### config.mk
export PLATFORM = sky130hd
export DESIGN_NAME = mastermind_grader_ctrl
export DESIGN_NICKNAME = d
export VERILOG_FILES = /design/src/rtl/mastermind_pkg.sv /design/src/rtl/mastermind_grader_ctrl_shape_counter.sv /design/src/rtl/mastermind_grader_ctrl.sv
export SDC_FILE = /design/constraint.sdc
export NUM_CORES = 1
export LEC_CHECK = 0
export BUFFER_PORTS_ARGS = -buffer_cell sky130_fd_sc_hd__buf_2
export CORE_MARGIN = 2
export CORE_UTILIZATION = 40
export DETAILED_ROUTE_END_ITERATION = 10
export GPL_TIMING_DRIVEN = 0
export SYNTH_ARGS = -nofsm -noshare
export SYNTH_HDL_FRONTEND = slang
export SYNTH_SLANG_ARGS = --single-unit
### constraint.sdc
create_clock -name clock -period 3.89 [get_ports clock]
set_input_delay 0.778 -clock clock [delete_from_list [all_inputs] [get_ports clock]]
set_output_delay 0.778 -clock clock [all_outputs]
set_load 0.005 [all_outputs]
### src/rtl/mastermind_pkg.sv
// Shared types and constants for the Mastermind round grader.
package mastermind_pkg;

   localparam int NUM_POS    = 4;
   localparam int NUM_SHAPES = 6;
   localparam int SHAPE_W    = 3;
   localparam int MAX_ROUNDS = 8;

   localparam int CNT_W = $clog2(NUM_POS + 1);
   localparam int RND_W = $clog2(MAX_ROUNDS + 1);
   localparam int IDX_W = $clog2(NUM_POS);

   // Codes 0 and 7 are illegal.
   typedef enum logic [SHAPE_W-1:0] {
      T = 3'd1,
      C = 3'd2,
      O = 3'd3,
      D = 3'd4,
      I = 3'd5,
      Z = 3'd6
   } shape_t;

   typedef shape_t [NUM_POS-1:0] pattern_t;

   typedef enum logic [2:0] {
      IDLE,
      READY,
      EXACT,
      COLOR,
      REPORT,
      OVER
   } grader_state_t;

   function automatic logic [CNT_W-1:0] min_cnt(input logic [CNT_W-1:0] a,
                                                input logic [CNT_W-1:0] b);
      return (a < b) ? a : b;
   endfunction

   function automatic logic pattern_legal(input pattern_t p);
      logic                ok;
      logic [SHAPE_W-1:0]  v;
      ok = 1'b1;
      for (int i = 0; i < NUM_POS; i++) begin
         v = p[i];
         if (v == '0 || v > SHAPE_W'(NUM_SHAPES)) ok = 1'b0;
      end
      return ok;
   endfunction

endpackage

### src/rtl/mastermind_grader_ctrl_shape_counter.sv
// Combinational count of how many pegs of a pattern carry a given shape.
module shape_counter
   import mastermind_pkg::*;
(
   input  pattern_t          pattern,
   input  shape_t            shape,
   output logic [CNT_W-1:0]  count
);

   always_comb begin
      count = '0;
      for (int i = 0; i < NUM_POS; i++) begin
         if (pattern[i] == shape) count = count + CNT_W'(1);
      end
   end

endmodule

### src/rtl/mastermind_grader_ctrl.sv
// Round-level Mastermind controller: captures master/guess, grades serially,
// counts rounds and declares won/lost.
//
// state  | meaning
// IDLE   | after reset, waiting for start_game
// READY  | game running, waiting for a legal grade_it
// EXACT  | one peg position per cycle, counting exact matches
// COLOR  | one shape per cycle, summing min(guess count, master count)
// REPORT | publish znarly/zood, bump round, decide won/lost
// OVER   | game finished, results held until start_game
module mastermind_grader_ctrl
   import mastermind_pkg::*;
(
   input  logic                        clock,
   input  logic                        reset,
   input  logic                        start_game,
   input  logic [NUM_POS*SHAPE_W-1:0]  master,
   input  logic                        grade_it,
   input  logic [NUM_POS*SHAPE_W-1:0]  guess,
   output logic                        busy,
   output logic                        grade_valid,
   output logic [CNT_W-1:0]            znarly,
   output logic [CNT_W-1:0]            zood,
   output logic [RND_W-1:0]            round_num,
   output logic                        bad_guess,
   output logic                        won,
   output logic                        lost
);

   grader_state_t       state_q, state_d;
   pattern_t            master_q, guess_q;
   logic [CNT_W-1:0]    exact_acc, total_acc;
   logic [IDX_W-1:0]    idx_q;
   logic [SHAPE_W-1:0]  shape_q;
   logic [CNT_W-1:0]    cnt_guess, cnt_master;
   logic [RND_W-1:0]    round_inc;
   logic                guess_ok, all_exact, last_round;

   shape_counter u_cnt_guess (
      .pattern (guess_q),
      .shape   (shape_t'(shape_q)),
      .count   (cnt_guess)
   );

   shape_counter u_cnt_master (
      .pattern (master_q),
      .shape   (shape_t'(shape_q)),
      .count   (cnt_master)
   );

   assign guess_ok   = pattern_legal(pattern_t'(guess));
   assign all_exact  = (exact_acc == CNT_W'(NUM_POS));
   assign round_inc  = round_num + RND_W'(1);
   assign last_round = (round_inc == RND_W'(MAX_ROUNDS));

   always_ff @(posedge clock) begin
      if (reset) state_q <= IDLE;
      else       state_q <= state_d;
   end

   always_comb begin
      state_d = state_q;
      busy    = 1'b0;
      case (state_q)
         READY:  if (grade_it && guess_ok) state_d = EXACT;
         EXACT: begin
            busy = 1'b1;
            if (idx_q == IDX_W'(NUM_POS - 1)) state_d = COLOR;
         end
         COLOR: begin
            busy = 1'b1;
            if (shape_q == SHAPE_W'(NUM_SHAPES)) state_d = REPORT;
         end
         REPORT: begin
            busy    = 1'b1;
            state_d = (all_exact || last_round) ? OVER : READY;
         end
         default: ;
      endcase
      // start_game overrides everything, including an in-flight grade
      if (start_game) state_d = READY;
   end

   always_ff @(posedge clock) begin
      if (reset) begin
         master_q    <= pattern_t'({NUM_POS*SHAPE_W{1'b0}});
         guess_q     <= pattern_t'({NUM_POS*SHAPE_W{1'b0}});
         exact_acc   <= '0;
         total_acc   <= '0;
         idx_q       <= '0;
         shape_q     <= '0;
         grade_valid <= 1'b0;
         bad_guess   <= 1'b0;
         znarly      <= '0;
         zood        <= '0;
         round_num   <= '0;
         won         <= 1'b0;
         lost        <= 1'b0;
      end else begin
         grade_valid <= 1'b0;
         bad_guess   <= 1'b0;
         if (start_game) begin
            master_q  <= pattern_t'(master);
            round_num <= '0;
            won       <= 1'b0;
            lost      <= 1'b0;
            znarly    <= '0;
            zood      <= '0;
         end else begin
            case (state_q)
               READY: begin
                  if (grade_it) begin
                     if (guess_ok) begin
                        guess_q   <= pattern_t'(guess);
                        exact_acc <= '0;
                        total_acc <= '0;
                        idx_q     <= '0;
                        shape_q   <= SHAPE_W'(1);
                     end else begin
                        bad_guess <= 1'b1;
                     end
                  end
               end
               EXACT: begin
                  if (guess_q[idx_q] == master_q[idx_q]) exact_acc <= exact_acc + CNT_W'(1);
                  idx_q <= idx_q + IDX_W'(1);
               end
               COLOR: begin
                  total_acc <= total_acc + min_cnt(cnt_guess, cnt_master);
                  shape_q   <= shape_q + SHAPE_W'(1);
               end
               REPORT: begin
                  grade_valid <= 1'b1;
                  znarly      <= exact_acc;
                  // total_acc always includes every exact match, so this cannot underflow
                  zood        <= total_acc - exact_acc;
                  round_num   <= round_inc;
                  won         <= all_exact;
                  lost        <= !all_exact && last_round;
               end
               default: ;
            endcase
         end
      end
   end

endmodule

==> qor.tcl <==
set qor(timing.critical_path.mode_cell) {ha_1}
set qor(clkSlewWorstSetupHoldPaths_ps) 90
set qor(boundaryPins) 43
set qor(register_area_um2) 1050
set qor(drive_above_1_share_pct) 22.7
set qor(area_growth_pct) 18.6
set qor(nNetsFinal) 443
set qor(global_route.usage.met2_pct) 28.3
set qor(drt_first_pass_iters) 4
set qor(timing.rr.end) {total_acc[2]}
set qor(period_share_pct) 95.8
set qor(remaining_drc_errors) 0
set qor(grt_pass1_vias) 2370
set qor(critical_path.max_fanout) 10
set qor(multi_input_area_um2) 2060
set qor(clock_latency_ps) 300
set qor(routabilityCongestion) 0.766
set qor(power.ir.vdd_worst_uv) 167
set qor(ys_dominant_reg_cell) {dfxtp_1}
set qor(tritoncts) {done}
set qor(synthesized_flop_and_latch_total) 52
set qor(r2r_start) {shape_q[0]}
set qor(drt-initial-drc-count) 96
set qor(final.setup_skew_ps) 3.62
set qor(reg2reg_depth) 19
set qor(postLayoutCellArea_um2) 3700
set qor(die_y_um) 92.4
set qor(timing.reg2reg.setup_slack_ps) 160
set qor(fp.dieW_um) 92.4
set qor(globalRoute.busiestLayer) {met2}
set qor(power.static_leakage_nw) 1.51
set qor(postRouteAntennaNets) 0
set qor(worst_path_largest_cell_delay_ps) 400
set qor(hold_path_depth) 2
set qor(tightest_slew_ps) 735
set qor(critical_path.top_delay_family) {adder cells}
set qor(place_area_um2) 3450
set qor(post-route-min-period_ps) 3730
set qor(diodes) 0
set qor(start_util_pct) 40.9
set qor(wl_per_cell_um) 13.8
set qor(crit_buf_inv) 3
set qor(hold_start) {zood[2]}
set qor(fmaxAchievable_ghz) 0.268
set qor(overflow) 0
set qor(final_max_slew_violation_count) 0
set qor(mostFrequentLayoutCell) {dfxtp_1}
set qor(synth.lib_cells_used.distinct) 50
set qor(power_density_nw_per_um2) 332
set qor(cts_root_buffer) {clkbuf_8}
set qor(synthesized_area_per_cell_um2) 9.00
set qor(status) {complete, no violations}
set qor(dpl.hpwl_um) 5230
set qor(synth_seq_area_share_pct) 33.3
set qor(cp_cell_instances) {buf_12, xnor2_1, and3_4, inv_1, ha_1, mux2i_2, ha_1, nand2_1, xnor2_2, ha_1, inv_2, a21o_1, o21a_1, ha_2, fa_2, xnor2_2, nor4_2, a41oi_1, a21oi_1}
set qor(grt_max_degree) 15
set qor(startpoint_class) {register}
set qor(worstHoldEndpoint) {zood[2]}
set qor(slew_headroom_pct) 50.6
set qor(cts_htree_levels) 2
set qor(synth_edf_count) 0
set qor(gr-usage-all-layers_pct) 16.4
set qor(grtUsageMet1_pct) 20.4
set qor(max_cap_violations) 0
set qor(setup_total_negative_slack_ps) 0
set qor(synth_cells) 347
set qor(cp_data_required_time_ps) 4060
set qor(tritoncts.num_buffers) 5
set qor(timing_worst_setup_path_type) {reg2reg}
set qor(cts_sinks) 52
set qor(cpMaxStageDelayCell) {fa_2}
set qor(crit_path_end_kind) {register}
set qor(drt_wl_total_um) 6860
set qor(mostFrequentLayoutCells) {dfxtp_1 (49), buf_2 (42), nor2_1 (35), mux2i_1 (24), xnor2_1 (22)}
set qor(numPortBuffers) 40
set qor(timing_hold_violations_final) 0
set qor(mappedNetlistArea_um2) 3120
set qor(detailroute.via_count) 2571
set qor(min-delay-path-class) {reg2reg}
set qor(rows) 32
set qor(n_fill_cell) 752
set qor(ys.warnings.count) 0
set qor(route.detailed.vias_per_inst) 5.16
set qor(worstPathArrival_ps) 3900
set qor(clockBufferDepth) 2
set qor(final-setup-viol-count) 0
set qor(async_flop_share_pct) 0
set qor(grt_antenna_before_repair) 0
set qor(cts-hold-fix-buffers) 0
set qor(core-area_um2) 7650
set qor(postSynthNetCount) 395
set qor(die_area_um2) 8530
set qor(grt_first_pass_wirelength_um) 11200
set qor(met3_usage_pct) 3.34
tightest hold or removal path: stages (launching register included):
cell	delay, ps
dfxtp_1	320
nand2_1	50
a21oi_1	50
final cells by class:
cell class / count / share of cell area [%]
tap: 102 / 3.44
timing repair buffer: 42 / 5.81
inverter: 14 / 1.42
clock buffer: 8 / 2.43
buffer: 17 / 2.97
multi-input combinational: 263 / 55.5
sequential: 52 / 28.4
what timing repair did:
item / in CTS / in global routing
pin swaps: 0 / 8
setup endpoints to repair: 1 / 1
setup buffers: 0 / 2
gates resized for setup: 7 / 30
hold endpoints to repair: 0 / 0
state kept, by name, summed over array words and instances (netlist names), 2 cells and up:
signal,cells
zood,3
round_num,4
idx_q,2
master_q,12
exact_acc,3
state_q,3
guess_q,12
total_acc,3
znarly,3
shape_q,3
Yosys cell counts (4+ instances only):
cell / number / area (µm²)
dfxtp_1: 52 / 1040
clkbuf_1: 10 / 37.5
and3_1: 9 / 56.3
xor2_1: 19 / 166
a21oi_1: 17 / 85.1
nor3_1: 6 / 30.0
inv_1: 13 / 48.8
a31oi_1: 8 / 50.1
mux2i_1: 26 / 260
nand3b_1: 4 / 30.0
nand2_1: 20 / 75.1
o21ai_0: 14 / 70.1
nor2_1: 36 / 135
nand3_1: 7 / 35.0
xnor2_1: 28 / 245
ha_1: 18 / 225
nand4b_1: 4 / 35.0
metrics by stage:
stage,hold slack [ps],instances,setup slack (ps),power (mW),util [%]
after floorplan,448,347,233,0.817,-
after global placement,440,489,-158,0.883,45.1
after detailed placement,442,489,-206,0.894,45.1
after CTS,456,497,27.9,1.21,46.6
after global routing,484,498,-44.1,1.30,48.4
final,453,498,163,1.23,48.4
kinds of logic (layout without fill, tap and decap cells):
group	Yosys count	in the layout	synth area share, %
and+or+nand+nor	111	111	18.8
AOI/OAI and AO/OA	57	57	12.3
DFF	52	52	33.3
xor gates and xnor gates	49	49	14.2
buffers and inverters	32	81	4.57
muxes	26	26	8.33
adders and majority gates	20	20	8.49
worst max path at each step:
stage | from | endpoint | slack (ps) | cells past startpoint
after floorplan | shape_q[2] | total_acc[2] | 230 | 20
after global placement | shape_q[2] | total_acc[2] | -160 | 20
after detailed placement | shape_q[2] | total_acc[2] | -210 | 21
after CTS | shape_q[2] | total_acc[2] | 30 | 19
after global routing | shape_q[1] | total_acc[2] | -40 | 19
final | shape_q[0] | total_acc[2] | 160 | 19
power breakdown:
| group | total [mW] | switching, mW | internal, mW |
|---|---|---|---|
| logic | 0.359 | 0.190 | 0.169 |
| clock network | 0.316 | 0.170 | 0.146 |
| registers | 0.555 | 0.0138 | 0.541 |
layer usage:
metal / part of all wire, % / vias up
met5: 0 / -
met4: 1.9 / 0
met3: 3.9 / 15
met2: 47 / 61
met1: 47 / 1187
li1: - / 1308
No activity file was read; power rests on OpenSTA's default activity.
